**config.mk**
```make
export PLATFORM = sky130hd
export DESIGN_NAME = decode_pipe
export DESIGN_NICKNAME = d
export VERILOG_FILES = /design/src/rtl/decode_pipe.sv
export SDC_FILE = /design/constraint.sdc
export NUM_CORES = 1
export LEC_CHECK = 0
export CAP_MARGIN = 20
export CORE_ASPECT_RATIO = 1.2
export CORE_MARGIN = 3
export CORE_UTILIZATION = 52
export CTS_CLUSTER_DIAMETER = 120
export DETAILED_ROUTE_END_ITERATION = 10
export PLACE_DENSITY = 0.82
export SYNTH_ARGS = -nofsm -noshare
export SYNTH_HDL_FRONTEND = slang
export SYNTH_SLANG_ARGS = --single-unit
```
**constraint.sdc**
```tcl
create_clock -name clk -period 2.45 [get_ports clk]
set_input_delay 0.3675 -clock clk [delete_from_list [all_inputs] [get_ports clk]]
set_output_delay 0.3675 -clock clk [all_outputs]
set_load 0.005 [all_outputs]
```
**src/rtl/decode_pipe.sv**
```systemverilog
// decode_pipe: decode stage between IF/ID and EX.
// Holds the architectural register file and reads Rs/Rt operands. Detects
// load-use hazards and inserts one bubble for each. Registers the ID/EX word
// with valid/ready handshakes on both sides, and supports a flush.
// Optional build macro DECODE_WB_BYPASS_EN: a writeback to a register that is
// read in the same cycle is forwarded (write-first) instead of stalling.
module decode_pipe #(
  parameter  int DATA_W   = 16,
  parameter  int NUM_REGS = 8,
  parameter  int CTRL_W   = 24,
  localparam int RSEL_W   = (NUM_REGS > 1) ? $clog2(NUM_REGS) : 1
) (
  input  logic              clk,
  input  logic              rst,
  input  logic              if_valid,
  output logic              if_ready,
  input  logic [15:0]       if_instr,
  input  logic [DATA_W-1:0] if_pc_inc,
  input  logic [CTRL_W-1:0] if_ctrl,
  input  logic              if_rs_used,
  input  logic              if_rt_used,
  input  logic [RSEL_W-1:0] if_rd,
  input  logic              if_rd_wr,
  input  logic              if_is_load,
  input  logic              flush,
  input  logic              wb_en,
  input  logic [RSEL_W-1:0] wb_reg,
  input  logic [DATA_W-1:0] wb_data,
  input  logic              ex_ready,
  output logic              id_valid,
  output logic [CTRL_W-1:0] id_ctrl,
  output logic [DATA_W-1:0] id_r1,
  output logic [DATA_W-1:0] id_r2,
  output logic [15:0]       id_instr,
  output logic [DATA_W-1:0] id_pc_inc,
  output logic [RSEL_W-1:0] id_rd,
  output logic              id_rd_wr,
  output logic              id_is_load,
  output logic              err
);

  logic [DATA_W-1:0] rf [NUM_REGS];
  logic [RSEL_W-1:0] rs_sel;
  logic [RSEL_W-1:0] rt_sel;
  logic [DATA_W-1:0] rs_val;
  logic [DATA_W-1:0] rt_val;
  logic              wb_in_range;
  logic              wb_ok;
  logic              hazard;
  logic              wbhaz;
  logic              advance;
  logic              accept;

  assign rs_sel = RSEL_W'(if_instr[10:8]);
  assign rt_sel = RSEL_W'(if_instr[7:5]);

  // A select beyond the last register can only occur for non-power-of-two sizes.
  assign wb_in_range = ({1'b0, wb_reg} < (RSEL_W + 1)'(NUM_REGS));
  assign wb_ok       = wb_en & wb_in_range;

  assign hazard  = id_valid & id_is_load & id_rd_wr &
                   ((if_rs_used & (rs_sel == id_rd)) | (if_rt_used & (rt_sel == id_rd)));
  assign advance = ~id_valid | ex_ready;
  assign if_ready = advance & ~hazard & ~wbhaz;
  assign accept  = if_valid & if_ready & ~flush;

`ifdef DECODE_WB_BYPASS_EN
  assign wbhaz = 1'b0;

  // Operand read with write-first forwarding of a same-cycle writeback.
  always_comb begin
    rs_val = rf[rs_sel];
    rt_val = rf[rt_sel];
    if (wb_ok && (wb_reg == rs_sel)) rs_val = wb_data;
    if (wb_ok && (wb_reg == rt_sel)) rt_val = wb_data;
  end
`else
  // Without forwarding, a read that collides with a writeback waits one cycle.
  assign wbhaz = wb_en & ((if_rs_used & (rs_sel == wb_reg)) | (if_rt_used & (rt_sel == wb_reg)));

  // Operand read straight from the stored register values.
  always_comb begin
    rs_val = rf[rs_sel];
    rt_val = rf[rt_sel];
  end
`endif

  // Register file write port; R0 is an ordinary register.
  always_ff @(posedge clk) begin
    if (rst) begin
      for (int i = 0; i < NUM_REGS; i++) rf[i] <= '0;
    end else if (wb_ok) begin
      rf[wb_reg] <= wb_data;
    end
  end

  // Flag an out-of-range writeback one cycle after it is presented.
  always_ff @(posedge clk) begin
    if (rst) err <= 1'b0;
    else     err <= wb_en & ~wb_in_range;
  end

  // ID/EX register: flush squashes, advance loads an instruction or a bubble, otherwise hold.
  always_ff @(posedge clk) begin
    if (rst) begin
      id_valid   <= 1'b0;
      id_ctrl    <= '0;
      id_r1      <= '0;
      id_r2      <= '0;
      id_instr   <= '0;
      id_pc_inc  <= '0;
      id_rd      <= '0;
      id_rd_wr   <= 1'b0;
      id_is_load <= 1'b0;
    end else if (flush) begin
      id_valid   <= 1'b0;
      id_rd_wr   <= 1'b0;
      id_is_load <= 1'b0;
    end else if (advance) begin
      if (accept) begin
        id_valid   <= 1'b1;
        id_ctrl    <= if_ctrl;
        id_r1      <= rs_val;
        id_r2      <= rt_val;
        id_instr   <= if_instr;
        id_pc_inc  <= if_pc_inc;
        id_rd      <= if_rd;
        id_rd_wr   <= if_rd_wr;
        id_is_load <= if_is_load;
      end else begin
        id_valid   <= 1'b0;
        id_rd_wr   <= 1'b0;
        id_is_load <= 1'b0;
      end
    end
  end

endmodule

```
### Word-level counts from Yosys, hierarchy flattened

Memories as Yosys holds them, arrays and structs flattened. A register that Yosys moved wholly into a read port is not among the register bits.
Cells that the tools add are included.
W data, S select, Z words.

| storage, ports and cells | value |
|---|---|
| register bits | 62 |
| latch bits | 0 |
| memory bits (writable) | 128 |
| word-level logic and storage cells | 45 |
| memories | 1 |
| ROM bits | 0 |
| bits of input ports | 88 |

| operators by class | value |
|---|---|
| $mul | 0 |
| $lt $le $gt $ge | 0 |
| shifts and indexed selects | 0 |
| bitwise operators | 19 |
| div/mod/pow operators | 0 |
| reduce and logical (&&, ||, !) cells | 3 |
| eq/ne operators | 4 |
| multiplexer cells | 11 |
| $add $sub $neg | 0 |

Memories:

| name | depth | width | read ports | clocked after memory_dff | wr ports | RTL line | source |
|---|---|---|---|---|---|---|---|
| rf | 8 | 16 | 2 | 2 | 8 | 42 | `logic [DATA_W-1:0] rf [NUM_REGS];` |

Operators with widths:

| operator | count |
|---|---|
| $mux W16 | 1 |
| $reduce_or A16 Y1 | 1 |
| $and A1 B1 Y1 | 12 |
| $eq A3 B3 Y1 | 4 |
| $mux W1 | 9 |
| $not A1 Y1 | 4 |
| $mux W3 | 1 |
| $or A1 B1 Y1 | 3 |
| $reduce_and A3 Y1 | 1 |
| $reduce_or A2 Y1 | 1 |

### Depth between registers and ports, before layout

Gate-level depths: netlist of run 1.

| depth | value |
|---|---|
| word-level depth | 10 |
| gate-level depth with buffers | 10 |

### Least setup slack after synthesis of run 1

OpenSTA, ideal clock, no wires.

| path | value |
|---|---|
| path kind | input port to flip-flop |
| start | in rst |
| end | mem rf[3][0], enable pin |
| arrival | 1.585 ns |
| data required time | 2.116 ns |
| library setup time | 0.334 ns |
| cell stages on the path | 4 |
| path slack | 0.531 ns |
| cell sequence | clkbuf_1 > or3b_2 > nor2_1 > or2_2 |

RTL lines:

| element | RTL line | source |
|---|---|---|
| from (decl) | 14 | `input logic rst,` |
| to (decl) | 42 |  |

### Worst setup path in the final report of run 1

| path | value |
|---|---|
| start | reg id_rd[0] |
| end | out if_ready |

| between the ends | value |
|---|---|
| cells in the longest elaborated chain, start to end | 7 |

Ends and longest elaborated chain:

| element | RTL line | source |
|---|---|---|
| from (decl) | 36 | `output logic [RSEL_W-1:0] id_rd,` |
| from (signal assigned) | 127 | `id_rd <= if_rd;` |
| $eq A3 B3 Y1 | 62 | `((if_rs_used & (rs_sel == id_rd)) \| (if_rt_used & (rt_sel == id_rd)));` |
| $and A1 B1 Y1 | 62 |  |
| $or A1 B1 Y1 (*) | 62 |  |
| $and A1 B1 Y1 (*) | 61 | `assign hazard = id_valid & id_is_load & id_rd_wr &` |
| $not A1 Y1 (*) | 64 | `assign if_ready = advance & ~hazard & ~wbhaz;` |
| $and A1 B1 Y1 (*) (2 in series) | 64 |  |
| to (decl) | 16 | `output logic if_ready,` |

Every way passes the cells marked *; elsewhere a longest branch is shown, timed or not.

==> results of run 1 <==
## registers in the layout, indices dropped and copies added (netlist names)
name	flops
id_pc_inc	16
id_ctrl	24
id_rd	3
id_instr	16
id_r1	16
id_valid	1
id_rd_wr	1
rf	128
id_is_load	1
id_r2	16
## Yosys cell counts, drive strengths merged
library cell	count	share of area, %
a32o	2	0.18
edfxtp	128	35
nor2	7	0.24
conb	1	0.034
nand2b	121	6.9
nand3	1	0.046
nand3b	1	0.068
nor2b	1	0.057
nand2	1	0.034
and4	3	0.28
mux4	64	13
clkbuf	47	1.6
buf	28	2.2
a41oi	32	2.6
nor3	3	0.18
o21ai	1	0.15
and2	128	7.3
or2	8	0.46
a21o	1	0.068
a21boi	1	0.068
mux2i	91	8.3
nand4	3	0.17
and3	1	0.057
xnor2	12	0.96
or3b	1	0.080
a211oi	32	2.7
dfxtp	94	17
## layer usage
metal  global-route usage [%]  up-vias  wire length, um
li1                         -     3365                -
met1                     31.8     3669            11500
met2                     43.7      327            14400
met3                     4.29       42             2060
met4                     6.81        0              613
met5                        0        -                0
## what timing repair did
action / 4_1_cts / 5_1_grt
setup endpoints to repair: 1 / 1
cloned: 0 / 0
gates resized for setup: 9 / 1
buffers inserted: 0 / 0
hold endpoints to repair: 0 / 0
## power groups by stage
stage | Sequential [mW] | Combinational [mW] | Clock, mW
CTS | 4.30 | 1.29 | 3.54
global route | 4.32 | 1.37 | 3.70
finish | 4.30 | 1.29 | 3.48
global placement | 4.36 | 1.26 | 0
detailed placement | 4.38 | 1.28 | 0
floorplan | 4.35 | 0.700 | 0
## logic make-up (layout without fill, tap and decap cells)
kind of cell / count (synthesis) / in the layout / share of synthesized area, %
AND/OR/NAND/NOR: 279 / 279 / 15.9
flip-flops: 222 / 222 / 52.2
AO/OA/AOI/OAI: 69 / 69 / 5.76
buffers and inverters: 75 / 270 / 3.81
multiplexers: 155 / 155 / 21.4
XOR/XNOR: 12 / 12 / 0.957
other: 1 / 1 / 0.0342
## layout make-up
type	count	area, um2
fill	1446	6520
timing repair buffer	230	2290
tap	265	332
clock buffer	26	608
clock inverter	14	143
sequential	222	5730
multi-input combinational	516	4840
## critical path: stages, from the launching register on
cell	delay, ps
sky130_fd_sc_hd__dfxtp_2	390
sky130_fd_sc_hd__xnor2_1	150
sky130_fd_sc_hd__nand4_1	120
sky130_fd_sc_hd__a21o_1	210
sky130_fd_sc_hd__and3_4	200
sky130_fd_sc_hd__clkdlybuf4s50_1	460
## through the flow
step | TNS (ps) | hold slack (ps) | cells
finish | 0 | 189 | 1273
global route | 0 | 173 | 1273
CTS | 0 | 168 | 1273
detailed placement | -23730 | 463 | 1233
global placement | -22070 | 457 | 1233
floorplan | 0 | 465 | 813
## worst min-delay path by stage
stage | to | slack, ps
global placement | id_pc_inc[13] | 460
detailed placement | id_pc_inc[15] | 460
CTS | id_r2[4] | 170
finish | id_r2[4] | 190
floorplan | id_ctrl[0] | 460
global route | id_r2[4] | 170
==> out/qor.tcl, run 1 <==
set qor(outcome) {finished clean}
set qor(clockRootBuffer) {sky130_fd_sc_hd__clkbuf_16}
set qor(cp_capture_point) {if_ready}
set qor(netlist_area_um2) 11000
set qor(rsz0062_at_grt) {false}
set qor(dpl_worst_slack_ps) -305
set qor(areaGrowthSynthToFinish_pct) 27.1
set qor(worstReg2RegEnd) {id_pc_inc[12]}
set qor(p_leak_nw) 4.94
set qor(setup_viol) 0
set qor(fraction_of_final_layout_cells_with_drive_strength_greater_than_1_pct) 17.9
set qor(cts_hold_buf) 0
set qor(instance_area_after_placement_um2) 13200
set qor(crit_fanout) 4
set qor(path_clk_slew_ps) 60
set qor(final_nets) 1081
set qor(cts-root-to-sink-buffers) 3
set qor(timing_max_transition_violations_final) 0
set qor(power.clock.fraction_pct) 38.3
set qor(period_share_pct) 97.2
set qor(synth.ff_latch_count) 222
set qor(numCtsBuffers) 23
set qor(timing.reg2reg.setup_slack_ps) 400
set qor(timing.max_cap.violations) 0
set qor(syn-instance-count) 813
set qor(clock_tree_from_tritoncts) {done}
set qor(slew_headroom_pct) 65.3
set qor(cp_data_arrival_time_ps) 2010
set qor(vias_per_cell) 5.82
set qor(worst_clock_skew_ps) 7.04
set qor(fin_crit_ps) 2380
set qor(hold-path-cell-count) 2
set qor(grt_antenna_before_repair) 0
set qor(start_point_of_the_critical_path) {id_rd[0]}
set qor(grt_util_all_layers_pct) 24.7
set qor(final_common_cell) {sky130_fd_sc_hd__clkdlybuf4s50_1}
set qor(route.final.wire_length_um) 28500
set qor(cp_data_required_time_ps) 2080
set qor(place_congestion) 0.816
set qor(drcViolationCount) 0
set qor(most-common-layout-cells) {sky130_fd_sc_hd__clkdlybuf4s50_1, sky130_fd_sc_hd__and2_1, sky130_fd_sc_hd__edfxtp_1}
set qor(timing.critical_path.from_type) {flop}
set qor(detailedRoute.firstIterationViolations) 670
set qor(routed-via-count) 7403
set qor(design_area_um2) 13900
set qor(clkSinkCount) 222
set qor(top_level_ports) 184
set qor(drtPass1Iterations) 5
set qor(fp.coreArea_um2) 20500
set qor(antenna-diode-count) 0
set qor(grt_pass1_wl_um) 44500
set qor(port_buffers) 182
set qor(synthesis.area_per_instance_um2) 13.5
set qor(finalHoldViolations) 0
set qor(die_w_um) 139
set qor(cp_capture_type) {primary output}
set qor(power_switching_share_pct) 22.8
set qor(clock_latency_ps) 500
set qor(overflow) 0
set qor(vias_in_the_first_global_route) 7574
set qor(r2r-start) {id_rd[0]}
set qor(yosys_warnings) 0
set qor(routed_wl_per_cell_um) 22.4
set qor(ant_nets) 0
set qor(internal_power_mw) 6.99
set qor(number_of_nets_produced_by_synthesis) 901
set qor(power_density_nw_per_um2) 650
set qor(dp_hpwl_um) 19300
set qor(combinationalPowerShare_pct) 14.2
set qor(total_switching_power_mw) 2.07
set qor(irDropWorstVdd_v) 0.000509
set qor(min-delay-start) {rst}
set qor(h_tree_level_count) 1
set qor(power.sequential.fraction_pct) 47.5
set qor(power_mw) 9.06
set qor(post-route-util_pct) 68.1
set qor(dieHeight_um) 165
set qor(timing.hold.worst.class) {input pin to flop}
set qor(yosysSeqAreaShare_pct) 52.2
set qor(max_freq_mhz) 420
set qor(worst-setup-path-type) {flop to primary output}
set qor(ys_types) 34
set qor(floorplan.die_area_um2) 22900
set qor(starting_density_of_the_core_pct) 53.6
set qor(worst_r2r_path_depth) 7
set qor(setup_slack_ps) 69.4
set qor(placement_rows) 57
set qor(largest_net_degree_at_the_start_of_global_routing) 151
set qor(worst_pin_slew_ps) 520
(Power assumes the default switching activity.)
==> run 2: changes to the inputs <==
--- a/config.mk
+++ b/config.mk
@@ -5,12 +5,14 @@
 export SDC_FILE = /design/constraint.sdc
 export NUM_CORES = 1
 export LEC_CHECK = 0
+export ABC_CLOCK_PERIOD_IN_PS = 2450
 export CAP_MARGIN = 20
 export CORE_ASPECT_RATIO = 1.2
 export CORE_MARGIN = 3
 export CORE_UTILIZATION = 52
 export CTS_CLUSTER_DIAMETER = 120
 export DETAILED_ROUTE_END_ITERATION = 10
+export MAX_ROUTING_LAYER = met4
 export PLACE_DENSITY = 0.82
 export SYNTH_ARGS = -nofsm -noshare
 export SYNTH_HDL_FRONTEND = slang
==> run 2 against run 1 <==
Against the previous run: routed wire length up 0.18%; non-clock buffer count is the same; via count is 0.15% higher; clock skew hardly changed; setup slack improved by 1.4 ps; global-route usage is 0.68 points higher; power about the same; largest power group unchanged; sequential share of layout area stayed put; hold slack worse by 4.5 ps; clock power is essentially flat; fmax is essentially flat; final area unchanged.
==> out/qor.tcl, run 2 (same netlist as run 1, synthesis figures left out) <==
set qor(drcViolationCount) 0 ;# unchanged
set qor(dp_hpwl_um) 19300 ;# unchanged
set qor(power.sequential.fraction_pct) 47.5 ;# about the same
set qor(die_w_um) 139 ;# unchanged
set qor(totalNegativeSetupSlack_ps) 0 ;# unchanged
set qor(clockRootBuffer) {sky130_fd_sc_hd__clkbuf_16} ;# unchanged
set qor(vias_in_the_first_global_route) 7587 ;# was 7574
set qor(final_common_cell) {sky130_fd_sc_hd__clkdlybuf4s50_1} ;# unchanged
set qor(post-cts-setup-buffer-count) 0 ;# unchanged
set qor(cp_data_required_time_ps) 2080 ;# about the same
set qor(areaGrowthSynthToFinish_pct) 27.1 ;# unchanged
set qor(irDropWorstVdd_v) 0.000511 ;# was 0.000509 V
set qor(top_level_ports) 184 ;# unchanged
set qor(fin_crit_ps) 2380 ;# about the same
set qor(timing.hold.worst.class) {input pin to flop} ;# unchanged
set qor(largest_net_degree_at_the_start_of_global_routing) 151 ;# unchanged
set qor(power_density_nw_per_um2) 650 ;# about the same
set qor(antenna-diode-count) 0 ;# unchanged
set qor(rsz0062_at_grt) {false} ;# unchanged
set qor(registers.top_by_ff_count) {rf} ;# unchanged
set qor(cp_data_arrival_time_ps) 2010 ;# about the same
set qor(grt_antenna_before_repair) 0 ;# unchanged
set qor(vias_per_cell) 5.82 ;# about the same
set qor(combinationalPowerShare_pct) 14.2 ;# about the same
set qor(detailedRoute.firstIterationViolations) 648 ;# was 670
set qor(path_clk_slew_ps) 60 ;# about the same
set qor(worst_clock_skew_ps) 7.16 ;# was 7.04 ps
set qor(power.clock.fraction_pct) 38.4 ;# was 38.3%
set qor(internal_power_mw) 6.99 ;# unchanged
set qor(p_leak_nw) 4.94 ;# unchanged
set qor(total_switching_power_mw) 2.07 ;# about the same
set qor(clock_tree_from_tritoncts) {done} ;# unchanged
set qor(grt_pass1_wl_um) 44500 ;# about the same
set qor(fraction_of_final_layout_cells_with_drive_strength_greater_than_1_pct) 17.9 ;# unchanged
set qor(h_tree_level_count) 1 ;# unchanged
set qor(grt_util_all_layers_pct) 25.4 ;# was 24.7%
set qor(overflow) 0 ;# unchanged
set qor(power_switching_share_pct) 22.8 ;# about the same
set qor(most-common-layout-cells) {sky130_fd_sc_hd__clkdlybuf4s50_1, sky130_fd_sc_hd__and2_1, sky130_fd_sc_hd__edfxtp_1} ;# unchanged
set qor(slew_headroom_pct) 65.4 ;# was 65.3%
set qor(max_freq_mhz) 420 ;# about the same
set qor(timing.max_cap.violations) 0 ;# unchanged
set qor(floorplan.die_area_um2) 22900 ;# unchanged
set qor(routed-via-count) 7414 ;# was 7403
set qor(ant_nets) 0 ;# unchanged
set qor(route.final.wire_length_um) 28600 ;# was 28500 um
set qor(final_nets) 1081 ;# unchanged
set qor(starting_density_of_the_core_pct) 53.6 ;# unchanged
set qor(finalHoldViolations) 0 ;# unchanged
set qor(routed_wl_per_cell_um) 22.4 ;# about the same
set qor(timing_max_transition_violations_final) 0 ;# unchanged
set qor(layout_top_registers) {rf: 128 flops, id_ctrl: 24 flops} ;# unchanged
set qor(setup_viol) 0 ;# unchanged
set qor(period_share_pct) 97.1 ;# was 97.2%
set qor(outcome) {finished clean} ;# unchanged
set qor(drtPass1Iterations) 5 ;# unchanged
set qor(power_mw) 9.06 ;# about the same
set qor(clkSinkCount) 222 ;# unchanged
set qor(worst-setup-path-type) {flop to primary output} ;# unchanged
set qor(timing.critical_path.from_type) {flop} ;# unchanged
set qor(placement_rows) 57 ;# unchanged
set qor(largest_register_ffs) 128 ;# unchanged
set qor(place_congestion) 0.828 ;# was 0.816
set qor(crit_fanout) 4 ;# unchanged
set qor(clock_latency_ps) 500 ;# about the same
set qor(cp_capture_type) {primary output} ;# unchanged
set qor(cts-root-to-sink-buffers) 3 ;# unchanged
set qor(cts_hold_buf) 0 ;# unchanged
set qor(numCtsBuffers) 23 ;# unchanged
set qor(dieHeight_um) 165 ;# unchanged
set qor(port_buffers) 182 ;# unchanged
set qor(worst_pin_slew_ps) 518 ;# was 520 ps
set qor(fp.coreArea_um2) 20500 ;# unchanged
-- run 2: cell counts in the layout (fill, tap and decap cells not counted) --
Identical to the previous run, type by type.
-- run 2: power by group through the flow --
stage | Sequential (mW) | Clock (mW) | Combinational, mW
floorplan | 4.35 | 0 | 0.700
global placement | 4.36 | 0 | 1.26
detailed placement | 4.38 | 0 | 1.28
CTS | 4.30 | 3.54 | 1.29
global route | 4.32 | 3.70 | 1.36
finish | 4.30 | 3.48 | 1.29
-- run 2: cell type report --
class / instances / area [um2]
Timing Repair Buffer: 230 / 2290
Clock inverter: 14 / 143
Clock buffer: 26 / 608
Multi-Input combinational cell: 516 / 4840
Tap cell: 265 / 332
Fill cell: 1446 / 6520
Sequential cell: 222 / 5730
-- run 2: worst paths after layout --
check | start | end | cells after the start | slack, ps
max | id_rd[0] | if_ready | 5 | 70
min | rst | id_r2[4] | 2 | 180
max reg2reg | id_rd[0] | id_pc_inc[12] | 7 | 400
min reg2reg | id_instr[12] | id_instr[12] | 2 | 470
-- run 2: critical path: stages, from the launching register on --
cell	delay (ps)
sky130_fd_sc_hd__dfxtp_2	390
sky130_fd_sc_hd__xnor2_1	140
sky130_fd_sc_hd__nand4_1	120
sky130_fd_sc_hd__a21o_1	200
sky130_fd_sc_hd__and3_4	200
sky130_fd_sc_hd__clkdlybuf4s50_1	460
-- run 2: timing repair --
action	4_1_cts	5_1_grt
endpoints found under the hold margin	0	0
gates resized for setup	9	1
endpoints found under the setup margin	1	1
-- run 2: through the flow --
| stage | instances | cell area (um2) | hold slack (ps) | util, % | worst slack, ps |
|---|---|---|---|---|---|
| after floorplan | 813 | 11000 | 465 | - | 531 |
| after global placement | 1233 | 13200 | 457 | 64.5 | -275 |
| after detailed placement | 1233 | 13200 | 463 | 64.5 | -305 |
| after CTS | 1273 | 13900 | 168 | 68.1 | 4.19 |
| after global routing | 1273 | 13900 | 173 | 68.1 | 0.865 |
| final | 1273 | 13900 | 185 | 68.1 | 70.9 |
-- run 2: metal layers --
layer	part of all wire, %	global-route usage (%)	routed length (um)	up-vias
met5	0	-	0	-
met4	2.4	6.72	684	0
met3	8.2	4.38	2360	46
met2	50	43.8	14300	359
met1	39	31.6	11200	3650
li1	-	-	-	3359
==> run 3: changes to the inputs <==
--- a/config.mk
+++ b/config.mk
@@ -9,11 +9,11 @@
 export CAP_MARGIN = 20
 export CORE_ASPECT_RATIO = 1.2
 export CORE_MARGIN = 3
-export CORE_UTILIZATION = 52
+export CORE_UTILIZATION = 54
 export CTS_CLUSTER_DIAMETER = 120
 export DETAILED_ROUTE_END_ITERATION = 10
 export MAX_ROUTING_LAYER = met4
-export PLACE_DENSITY = 0.82
+export PLACE_DENSITY = 0.85
 export SYNTH_ARGS = -nofsm -noshare
 export SYNTH_HDL_FRONTEND = slang
 export SYNTH_SLANG_ARGS = --single-unit
==> run 3 against run 2 <==
Against the previous run: combinational power is essentially flat; clock power grew 8.0%; final area grew 0.56%; first-iteration DRC count grew 0.77%; largest cell class unchanged.
==> out/qor.tcl, run 3 (same netlist as run 1, synthesis figures left out) <==
set qor(outcome) {finished clean} ;# unchanged
set qor(vias_in_the_first_global_route) 7897 ;# was 7587
set qor(power.sequential.fraction_pct) 46.0 ;# was 47.5%
set qor(highest_signal_layer_in_the_routed_design) {met4} ;# unchanged
set qor(routed-via-count) 7556 ;# was 7414
set qor(clock_latency_ps) 520 ;# was 500 ps
set qor(port_buffers) 182 ;# unchanged
set qor(starting_density_of_the_core_pct) 55.6 ;# was 53.6%
set qor(worst_pin_slew_ps) 555 ;# was 518 ps
set qor(placement_rows) 56 ;# was 57
set qor(place_congestion) 0.783 ;# was 0.828
set qor(cp_data_required_time_ps) 2080 ;# about the same
set qor(layout.cells.non_filler) 1267 ;# was 1273
set qor(power.clock.fraction_pct) 40.1 ;# was 38.4%
set qor(internal_power_mw) 7.23 ;# was 6.99 mW
set qor(fp.coreArea_um2) 19800 ;# was 20500 um2
set qor(period_share_pct) 94.2 ;# was 97.1%
set qor(grt_util_all_layers_pct) 27.5 ;# was 25.4%
set qor(power_switching_share_pct) 22.8 ;# about the same
set qor(rsz0062_at_grt) {false} ;# unchanged
set qor(h_tree_level_count) 1 ;# unchanged
set qor(clock_tree_from_tritoncts) {done} ;# unchanged
set qor(overflow) 0 ;# unchanged
set qor(finalHoldViolations) 0 ;# unchanged
set qor(die_w_um) 136 ;# was 139 um
set qor(ant_nets) 0 ;# unchanged
set qor(cts_hold_buf) 0 ;# unchanged
set qor(routed_wl_per_cell_um) 23.2 ;# was 22.4 um
set qor(final_nets) 1079 ;# was 1081
set qor(grt_pass1_wl_um) 45300 ;# was 44500 um
set qor(timing.critical_path.from_type) {input pin} ;# was flop
set qor(timing_max_transition_violations_final) 0 ;# unchanged
set qor(power_mw) 9.37 ;# was 9.06 mW
set qor(clkSinkCount) 222 ;# unchanged
set qor(numCtsBuffers) 22 ;# was 23
set qor(grt_antenna_before_repair) 0 ;# unchanged
set qor(max_freq_mhz) 433 ;# was 420 MHz
set qor(clockRootBuffer) {sky130_fd_sc_hd__clkbuf_16} ;# unchanged
set qor(combinationalPowerShare_pct) 13.9 ;# was 14.2%
set qor(most-common-layout-cells) {sky130_fd_sc_hd__clkdlybuf4s50_1, sky130_fd_sc_hd__and2_1, sky130_fd_sc_hd__edfxtp_1} ;# unchanged
set qor(p_leak_nw) 4.96 ;# was 4.94 nW
set qor(final_common_cell) {sky130_fd_sc_hd__clkdlybuf4s50_1} ;# unchanged
set qor(worst-setup-path-type) {input pin to primary output} ;# was flop to primary output
set qor(total_switching_power_mw) 2.14 ;# was 2.07 mW
set qor(path_clk_slew_ps) 60 ;# about the same
set qor(slew_headroom_pct) 63.0 ;# was 65.4%
set qor(dp_hpwl_um) 19000 ;# was 19300 um
set qor(power_density_nw_per_um2) 668 ;# was 650 nW/um2
set qor(areaGrowthSynthToFinish_pct) 27.8 ;# was 27.1%
set qor(antenna-diode-count) 0 ;# unchanged
set qor(timing.max_cap.violations) 0 ;# unchanged
set qor(drtPass1Iterations) 5 ;# unchanged
set qor(met3WireLength_um) 3030 ;# was 2360 um
set qor(detailedRoute.firstIterationViolations) 653 ;# was 648
set qor(cts-root-to-sink-buffers) 3 ;# unchanged
set qor(route.final.wire_length_um) 29400 ;# was 28600 um
set qor(registers.top_by_ff_count) {rf} ;# unchanged
set qor(totalNegativeSetupSlack_ps) 0 ;# unchanged
set qor(dieHeight_um) 162 ;# was 165 um
set qor(cp_data_arrival_time_ps) 1940 ;# was 2010 ps
set qor(detailroute.wirelength.met2_um) 14700 ;# was 14300 um
set qor(largest_register_ffs) 128 ;# unchanged
set qor(drcViolationCount) 0 ;# unchanged
set qor(setup_viol) 0 ;# unchanged
set qor(crit_fanout) 3 ;# was 4
set qor(timing.hold.worst.class) {input pin to flop} ;# unchanged
set qor(fraction_of_final_layout_cells_with_drive_strength_greater_than_1_pct) 17.6 ;# was 17.9%
set qor(top_level_ports) 184 ;# unchanged
set qor(place.detailed.instances) 1228 ;# was 1233
set qor(post-route-util_pct) 71.0 ;# was 68.1%
set qor(vias_per_cell) 5.96 ;# was 5.82
set qor(fin_crit_ps) 2310 ;# was 2380 ps
set qor(layout_top_registers) {rf: 128 flops, id_ctrl: 24 flops} ;# unchanged
set qor(irDropWorstVdd_v) 0.000448 ;# was 0.000511 V
set qor(cp_capture_type) {primary output} ;# unchanged
set qor(largest_net_degree_at_the_start_of_global_routing) 161 ;# was 151
set qor(drt-met1-wl_um) 10700 ;# was 11200 um
set qor(floorplan.die_area_um2) 22100 ;# was 22900 um2
set qor(worst_clock_skew_ps) 9.97 ;# was 7.16 ps
==> run 3: through the flow <==
stage / setup slack (ps) / hold slack, ps / cell area [um2]
after CTS: 127 / 412 / 14000
after detailed placement: -173 / 461 / 13200
final: 141 / 421 / 14000
after floorplan: 531 / 465 / 11000
after global routing: 80.8 / 432 / 14000
after global placement: -143 / 457 / 13200
==> run 3: layer usage <==
metal / up-vias / track usage (%)
met4: 0 / 9.90
met1: 3717 / 32.5
met2: 401 / 46.1
met5: - / -
met3: 75 / 6.32
li1: 3363 / -
==> run 3: path summary, 6_finish.rpt <==
check	startpoint	endpoint	slack, ps	cells past startpoint
max	wb_reg[0]	if_ready	140	6
min	if_pc_inc[10]	id_pc_inc[10]	420	3
max reg2reg	id_rd[2]	id_ctrl[18]	310	7
min reg2reg	id_instr[13]	id_instr[13]	470	2
==> run 3: power groups by stage <==
stage                     Combinational (mW)  Sequential (mW)  Clock, mW
after global routing                    1.38             4.33       3.93
final                                   1.30             4.31       3.76
after floorplan                        0.700             4.35          0
after CTS                               1.30             4.31       3.79
after detailed placement                1.29             4.38          0
after global placement                  1.27             4.36          0
==> run 3: layout make-up <==
class                   count  area (um2)
fillers                  1272        5730
flip-flops and latches    222        5730
multi-input cells         516        4840
repair buffers            229        2330
clock buffers              30         666
well taps                 261         327
clock inverters             9         143
==> run 3: worst max-delay path, cell delays in order <==
cell	delay (ps)
sky130_fd_sc_hd__clkdlybuf4s50_1	540
sky130_fd_sc_hd__xnor2_1	190
sky130_fd_sc_hd__and4_4	220
sky130_fd_sc_hd__o21ai_4	140
sky130_fd_sc_hd__and3_1	160
sky130_fd_sc_hd__dlygate4sd2_1	320
==> run 3: what timing repair did <==
item / CTS / global route
resized for setup: 4 / 0
setup endpoints to repair: 1 / 0
buffers inserted: 0 / 0
